[src/rtl/serial_bus_pkg.sv]
// Shared definitions for the serial bus: FSM states, default sizes and the
// burst-length rule used by the slave output port.
package serial_bus_pkg;

  localparam int WORD_SIZE_DEF  = 8;
  localparam int BURST_SIZE_DEF = 15;

  typedef enum logic [1:0] {
    ST_IDLE  = 2'd0,
    ST_LOAD  = 2'd1,
    ST_OFFER = 2'd2,
    ST_SEND  = 2'd3
  } state_t;

  // A requested burst of zero words still transfers one word.
  function automatic int unsigned effective_len(input int unsigned raw);
    return (raw == 0) ? 1 : raw;
  endfunction

endpackage

[src/rtl/slave_out_buffer.sv]
// One-entry holding register between the slave core and the serializer.
// Push only when empty, pop only when full; flush discards the entry.
module slave_out_buffer #(
  parameter int WIDTH = 8
) (
  input  logic             clk,
  input  logic             rst,
  input  logic             i_flush,
  input  logic             i_push,
  input  logic [WIDTH-1:0] i_data,
  input  logic             i_pop,
  output logic             o_valid,
  output logic [WIDTH-1:0] o_data
);

  logic             r_valid;
  logic [WIDTH-1:0] r_data;

  // Occupancy flag: set on push, cleared on pop or flush.
  always_ff @(posedge clk or posedge rst) begin
    if (rst) begin
      r_valid <= 1'b0;
    end else if (i_flush || i_pop) begin
      r_valid <= 1'b0;
    end else if (i_push) begin
      r_valid <= 1'b1;
    end
  end

  // Payload capture on push.
  // NOTE: the payload is deliberately not reset; it is only ever read while
  // r_valid is set, so resetting it would add reset fan-out for no benefit.
  always_ff @(posedge clk) begin
    if (i_push) begin
      r_data <= i_data;
    end
  end

  assign o_valid = r_valid;
  assign o_data  = r_data;

endmodule

[src/rtl/slave_out_port.sv]
// Slave-side read-data serializer: collects a burst of words from the slave
// core, offers it with s_valid/m_ready, then streams it LSB-first with no
// gaps. Optional feature macro: SLAVE_OUT_UNDERRUN_EN (sticky underrun flag).
module slave_out_port
  import serial_bus_pkg::*;
#(
  parameter int WORD_SIZE  = WORD_SIZE_DEF,
  parameter int BURST_SIZE = BURST_SIZE_DEF
) (
  input  logic                  clk,
  input  logic                  rst,
  input  logic                  tx_start,
  input  logic [BURST_SIZE-1:0] burst_size,
  input  logic [WORD_SIZE-1:0]  din,
  input  logic                  din_valid,
  output logic                  din_ready,
  input  logic                  m_ready,
  output logic                  s_valid,
  output logic                  tx_data,
  output logic                  tx_busy,
  output logic                  tx_done,
  output logic                  underrun
);

  localparam int                    BIT_W    = (WORD_SIZE > 1) ? $clog2(WORD_SIZE) : 1;
  localparam logic [BIT_W-1:0]      LAST_BIT = BIT_W'(WORD_SIZE - 1);
  localparam logic [BIT_W-1:0]      BIT_ONE  = BIT_W'(1);
  localparam logic [BURST_SIZE-1:0] ONE      = BURST_SIZE'(1);

  state_t                r_state;
  state_t                w_next;
  logic [BURST_SIZE-1:0] r_len;    // effective burst length L
  logic [BURST_SIZE-1:0] r_words;  // words accepted plus underrun slots
  logic [BURST_SIZE-1:0] r_sent;   // index of the word being shifted out
  logic [BIT_W-1:0]      r_bit;    // bit index within the current word
  logic [WORD_SIZE-1:0]  r_shift;
  logic                  r_done;

  logic                  w_accept;
  logic                  w_word_end;
  logic                  w_last_word;
  logic                  w_room;
  logic                  w_flush;
  logic                  w_push;
  logic                  w_pop;
  logic                  w_slot_underrun;
  logic                  w_buf_valid;
  logic [WORD_SIZE-1:0]  w_buf_data;
  logic [BURST_SIZE-1:0] w_len;

  assign w_len           = BURST_SIZE'(effective_len(32'(burst_size)));
  assign w_accept        = din_valid && din_ready;
  assign w_word_end      = (r_state == ST_SEND) && (r_bit == LAST_BIT);
  assign w_last_word     = (r_sent == r_len - ONE);
  assign w_room          = !w_buf_valid && (r_words < r_len);
  assign w_flush         = (r_state == ST_IDLE) && tx_start;
  // A word arriving on a word boundary bypasses the buffer into the shifter.
  assign w_push          = w_accept && !w_word_end &&
                           ((r_state == ST_OFFER) || (r_state == ST_SEND));
  assign w_pop           = w_word_end && !w_last_word && w_buf_valid;
  assign w_slot_underrun = w_word_end && !w_last_word && !w_buf_valid && !w_accept;

  slave_out_buffer #(
    .WIDTH (WORD_SIZE)
  ) u_buffer (
    .clk     (clk),
    .rst     (rst),
    .i_flush (w_flush),
    .i_push  (w_push),
    .i_data  (din),
    .i_pop   (w_pop),
    .o_valid (w_buf_valid),
    .o_data  (w_buf_data)
  );

  // State register.
  // NOTE: sequential state uses non-blocking assignments so every register
  // samples pre-edge values regardless of block ordering.
  always_ff @(posedge clk or posedge rst) begin
    if (rst) begin
      r_state <= ST_IDLE;
    end else begin
      r_state <= w_next;
    end
  end

  // Next-state decode and handshake outputs.
  // NOTE: every output gets a default first so no path infers a latch.
  always_comb begin
    w_next    = r_state;
    din_ready = 1'b0;
    s_valid   = 1'b0;
    tx_busy   = (r_state != ST_IDLE);
    case (r_state)
      ST_IDLE: begin
        if (tx_start) w_next = ST_LOAD;
      end
      ST_LOAD: begin
        din_ready = 1'b1;
        if (din_valid) w_next = ST_OFFER;
      end
      ST_OFFER: begin
        s_valid   = 1'b1;
        din_ready = w_room;
        if (m_ready) w_next = ST_SEND;
      end
      ST_SEND: begin
        din_ready = w_room;
        if (w_word_end && w_last_word) w_next = ST_IDLE;
      end
      default: w_next = ST_IDLE;
    endcase
  end

  // Burst counters, shift register and completion pulse.
  always_ff @(posedge clk or posedge rst) begin
    if (rst) begin
      r_len   <= '0;
      r_words <= '0;
      r_sent  <= '0;
      r_bit   <= '0;
      r_shift <= '0;
      r_done  <= 1'b0;
    end else begin
      r_done <= w_word_end && w_last_word;
      if (w_flush) begin
        r_len   <= w_len;
        r_words <= '0;
        r_sent  <= '0;
        r_bit   <= '0;
      end else begin
        if (w_accept || w_slot_underrun) begin
          r_words <= r_words + ONE;
        end
        if (r_state == ST_LOAD && w_accept) begin
          r_shift <= din;
        end else if (r_state == ST_SEND) begin
          if (w_word_end) begin
            r_bit <= '0;
            if (!w_last_word) begin
              r_sent <= r_sent + ONE;
              if (w_buf_valid)   r_shift <= w_buf_data;
              else if (w_accept) r_shift <= din;
              else               r_shift <= '0;
            end
          end else begin
            r_bit   <= r_bit + BIT_ONE;
            r_shift <= r_shift >> 1;
          end
        end
      end
    end
  end

  assign tx_data = (r_state == ST_SEND) ? r_shift[0] : 1'b0;
  assign tx_done = r_done;

`ifdef SLAVE_OUT_UNDERRUN_EN
  logic r_underrun;

  // Sticky underrun flag, cleared when a new burst is accepted.
  always_ff @(posedge clk or posedge rst) begin
    if (rst) begin
      r_underrun <= 1'b0;
    end else if (w_flush) begin
      r_underrun <= 1'b0;
    end else if (w_slot_underrun) begin
      r_underrun <= 1'b1;
    end
  end

  assign underrun = r_underrun;
`else
  assign underrun = 1'b0;
`endif

endmodule

[config.mk]
export PLATFORM = sky130hd
export DESIGN_NAME = slave_out_port
export DESIGN_NICKNAME = d
export VERILOG_FILES = /design/src/rtl/serial_bus_pkg.sv /design/src/rtl/slave_out_buffer.sv /design/src/rtl/slave_out_port.sv
export SDC_FILE = /design/constraint.sdc
export NUM_CORES = 1
export LEC_CHECK = 0
export BUFFER_PORTS_ARGS = -buffer_cell sky130_fd_sc_hd__buf_2
export CORE_MARGIN = 1
export CORE_UTILIZATION = 50
export CTS_BUF_LIST = sky130_fd_sc_hd__clkbuf_4 sky130_fd_sc_hd__clkbuf_8
export DETAILED_ROUTE_END_ITERATION = 6
export HOLD_SLACK_MARGIN = 0.02
export PLACE_DENSITY_LB_ADDON = 0.05
export SETUP_SLACK_MARGIN = 0.2
export SLEW_MARGIN = 20
export SYNTH_ARGS = -nofsm -noshare
export SYNTH_HDL_FRONTEND = slang
export SYNTH_SLANG_ARGS = --single-unit
[constraint.sdc]
create_clock -name clk -period 4.3 [get_ports clk]
set_input_delay 0.215 -clock clk [delete_from_list [all_inputs] [get_ports clk]]
set_output_delay 0.215 -clock clk [all_outputs]
set_load 0.005 [all_outputs]
==> Flow_metrics.wiki <==
{| class="wikitable"
! Metric !! Value
|-
| FILL cells || slightly above 800
|-
| Sequential cell fraction of total power || 0.386
|-
| Critical Path Start Type || flop
|-
| Most common cell after layout, fill and taps aside || sky130_fd_sc_hd__dfrtp_1
|-
| Finished layout cell area || 0.00482 mm2
|-
| Share of the clock period used by the worst path after layout || 0.789
|-
| Count of port buffers added during placement || 32
|-
| Row Count || 34
|-
| Fin Clk Skew || 4.43 ps
|-
| Drt drc || 0
|-
| Total placed cells including tap cells || 596
|-
| Post-detail-place hpwl || 7660 um
|-
| Async set-or-reset flop fraction in the synthesized netlist || 0.882
|-
| Crit path required time || 4580 ps
|-
| RSZ-0062 raised after global routing || no
|-
| Clock transition at path regs || ~80 ps
|-
| Crit-path leading delay family || simple AND/OR/NAND/NOR gates
|-
| Number of I/O pins || 34
|-
| Post-synthesis cell count || 479
|-
| TritonCTS clock tree || yes
|-
| Number of nets in the layout || about 550
|-
| Final weighted congestion in routability-driven placement || 0.779
|-
| Register area share after synthesis || 0.392
|-
| Number of buffers inserted during clock tree synthesis || 9
|-
| Tightest Hold Check Type || in2reg
|-
| Net switching power figure || 1140 uW
|-
| CTS H-tree depth || 3
|-
| Hold path startpoint || din[1]
|-
| DRC marker count from the first detailed-route iteration || 120
|-
| Ratio of total power to cell area || between 500 and 600 mW/mm2
|-
| Launch point of the worst reg-to-reg path || r_len[0]
|-
| Placed standard-cell area || 0.00465 mm2
|-
| Max Cap Viol || 0
|-
| Vias per cell || 6.01
|-
| Layout Utilization || 0.555
|-
| Internal power of the cells || ~1500 uW
|-
| Crit path cell chain || inv_1, ha_1, or3b_1, or4_1, a32oi_1, a211oi_1, a31o_1, or4_1, a21oi_1
|-
| Worst-path maximum fanout || 21
|-
| Static leakage || 0.00222 uW
|-
| Relative slew margins || 0.464
|-
| Cell Count, Final, Fillers Out || 612
|-
| Slowest cell delay on critical path || 580 ps
|-
| Clock sink total || 68
|-
| Max Buffers Root-to-Sink || 2
|-
| Largest net degree at the start of global routing || 61
|-
| Final setup violation count || 0
|-
| Clk pwr share || 0.178
|-
| Total Die Area || 0.00926 mm2
|-
| Clock latency on the worst-skew pair || 350 ps
|-
| Post-synthesis net count || 531
|-
| Data arrival time of the critical path || 3670 ps
|-
| Initial antenna violation count || 0
|-
| Min Tclk post-route || 3390 ps
|-
| Floorplan die height || 96.2 um
|-
| Most frequent cells in the layout || sky130_fd_sc_hd__dfrtp_1, sky130_fd_sc_hd__nand2_1, sky130_fd_sc_hd__buf_2
|-
| Worst path most repeated cell || sky130_fd_sc_hd__or4_1
|-
| Clock root buffer || sky130_fd_sc_hd__clkbuf_8
|-
| Yosys warns || 0
|-
| Routed len/inst || approximately 17 um
|-
| Sum of negative setup slack || 0 ps
|-
| Fmax || around 290 MHz
|-
| Actual transition at the worst max-transition pin || 803 ps
|-
| Max IR drop VDD || about 0.26 mV
|-
| Status || finished clean
|-
| Post-Syn Area per Cell || 9.27 um2
|-
| GRT Total Usage || 0.248
|-
| Proportion of layout cells with a drive suffix above 1 || 0.137
|-
| Number of enable-type register cells in the synthesized netlist || 8
|-
| Most instantiated flip-flop cell in the synthesis netlist || sky130_fd_sc_hd__dfrtp_1
|-
| Number of buffers inserted by hold repair at cts || 0
|-
| Area of the core || between 0.008 and 0.009 mm2
|-
| Global-route wire length before repair || roughly 17000 um
|-
| Area added between synthesis and finish || 8.51%
|-
| Iteration count of the initial detailed-routing pass || 5
|-
| Total wire length after detailed routing || 10600 um
|-
| Critical path launch point || r_len[0]
|-
| Final count of pins violating max slew || 0
|-
| Slowest stage cell on the critical path || sky130_fd_sc_hd__or4_1
|-
| Netlist area before placement || 0.00444 mm2
|-
| Number of instances resized during post-cts repair || 0
|-
| Nature of the critical path endpoint || flop
|-
| Chip Width || 96.2 um
|-
| Combined buffer and inverter count along the critical path || 1
|-
| Via count of the first global-routing pass || 3496
|-
| Share of total power in combinational logic || 0.436
|-
| Starting density of the core || 0.512
|-
| Netlist cell types || 64
|-
| Total of flip-flops plus latches after synthesis || 68
|-
| Congestion Overflow GR || 0
|-
| Count of endpoints failing hold in the final timing report || 0
|-
| Switching share of total power || 0.431
|-
| Diodes inserted || 0
|-
| Post-CTS setup repair buffer count || 0
|-
| Number of nets still failing antenna checks after routing || 0
|-
| Count of vias placed by the detailed router || 3679
|-
| Worst hold slack after final layout || 46.2 ps
|-
| Critical path class || reg2reg
|}
worst paths after layout:
| kind | slack (ps) | to | depth (start not counted) |
|---|---|---|---|
| setup / recovery | 910 | r_sent[14] | 9 |
| hold / removal | 50 | u_buffer.o_data[1] | 1 |
| setup reg to reg | 910 | r_sent[14] | 9 |
| hold reg to reg | 480 | r_shift[0] | 1 |
| max in group asynchronous | 3690 | u_buffer.o_valid | 3 |
| min in group asynchronous | 80 | r_shift[6] | 3 |
power groups by stage:
stage	registers (uW)	clock network, uW	logic, uW
floorplan	929	0	945
global placement	1020	0	1120
detailed placement	1030	0	1150
CTS	1020	481	1150
global route	1050	502	1300
finish	1020	468	1150
metrics by stage:
| step | total power [uW] | worst slack, ps |
|---|---|---|
| 6_report | 2640 | 906 |
| 4_1_cts | 2650 | 916 |
| 3_5_place_dp | 2180 | 943 |
| 3_3_place_gp | 2140 | 1030 |
| 2_1_floorplan | 1870 | 1270 |
| 5_1_grt | 2850 | 676 |
cell type report:
class	count	area [um2]	share of cell area
tap	108	135	0.0281
clock buffer	9	124	0.0257
clock inverter	7	43.8	0.00909
inverter	24	90.1	0.0187
multi-input combinational	358	2480	0.514
timing repair buffer	38	205	0.0426
sequential	68	1740	0.362
cells by family after synthesis:
| kind of cell | after synthesis | share of synthesized area |
|---|---|---|
| XOR/XNOR | 18 | 0.0355 |
| AND/OR/NAND/NOR | 173 | 0.213 |
| multiplexers | 25 | 0.0592 |
| flip-flops | 68 | 0.392 |
| other | 1 | 0.000845 |
| buffers and inverters | 53 | 0.0507 |
| AO/OA/AOI/OAI | 117 | 0.181 |
| adder cells (fa/ha/maj) | 24 | 0.0676 |
Yosys cell counts (12+ instances only):
cell type	number	area share
sky130_fd_sc_hd__and3_1	17	0.024
sky130_fd_sc_hd__or4_1	12	0.020
sky130_fd_sc_hd__dfrtp_1	60	0.34
sky130_fd_sc_hd__inv_1	24	0.020
sky130_fd_sc_hd__ha_1	24	0.068
sky130_fd_sc_hd__a21oi_1	26	0.029
sky130_fd_sc_hd__mux2i_1	15	0.034
sky130_fd_sc_hd__nor2_1	20	0.017
sky130_fd_sc_hd__nand2_1	45	0.038
sky130_fd_sc_hd__o21ai_0	27	0.030
sky130_fd_sc_hd__nand3_1	15	0.017
sky130_fd_sc_hd__nand2b_1	13	0.018
sky130_fd_sc_hd__clkbuf_1	19	0.016
flip-flops by register name, indices dropped and copies added, names as in the netlist:
name / flops
r_words: 15
u_buffer.o_valid: 1
r_state: 2
r_bit: 3
r_len: 15
r_shift: 8
r_sent: 15
u_buffer.o_data: 8
tx_done: 1
per-layer routing:
| layer | share of wire | GRT usage |
|---|---|---|
| met1 | 0.50 | 0.348 |
| met5 | 0 | 0 |
| met4 | 0.015 | 0.0933 |
| met3 | 0.028 | 0.0308 |
| met2 | 0.46 | 0.391 |
(Power assumes the default switching activity.)
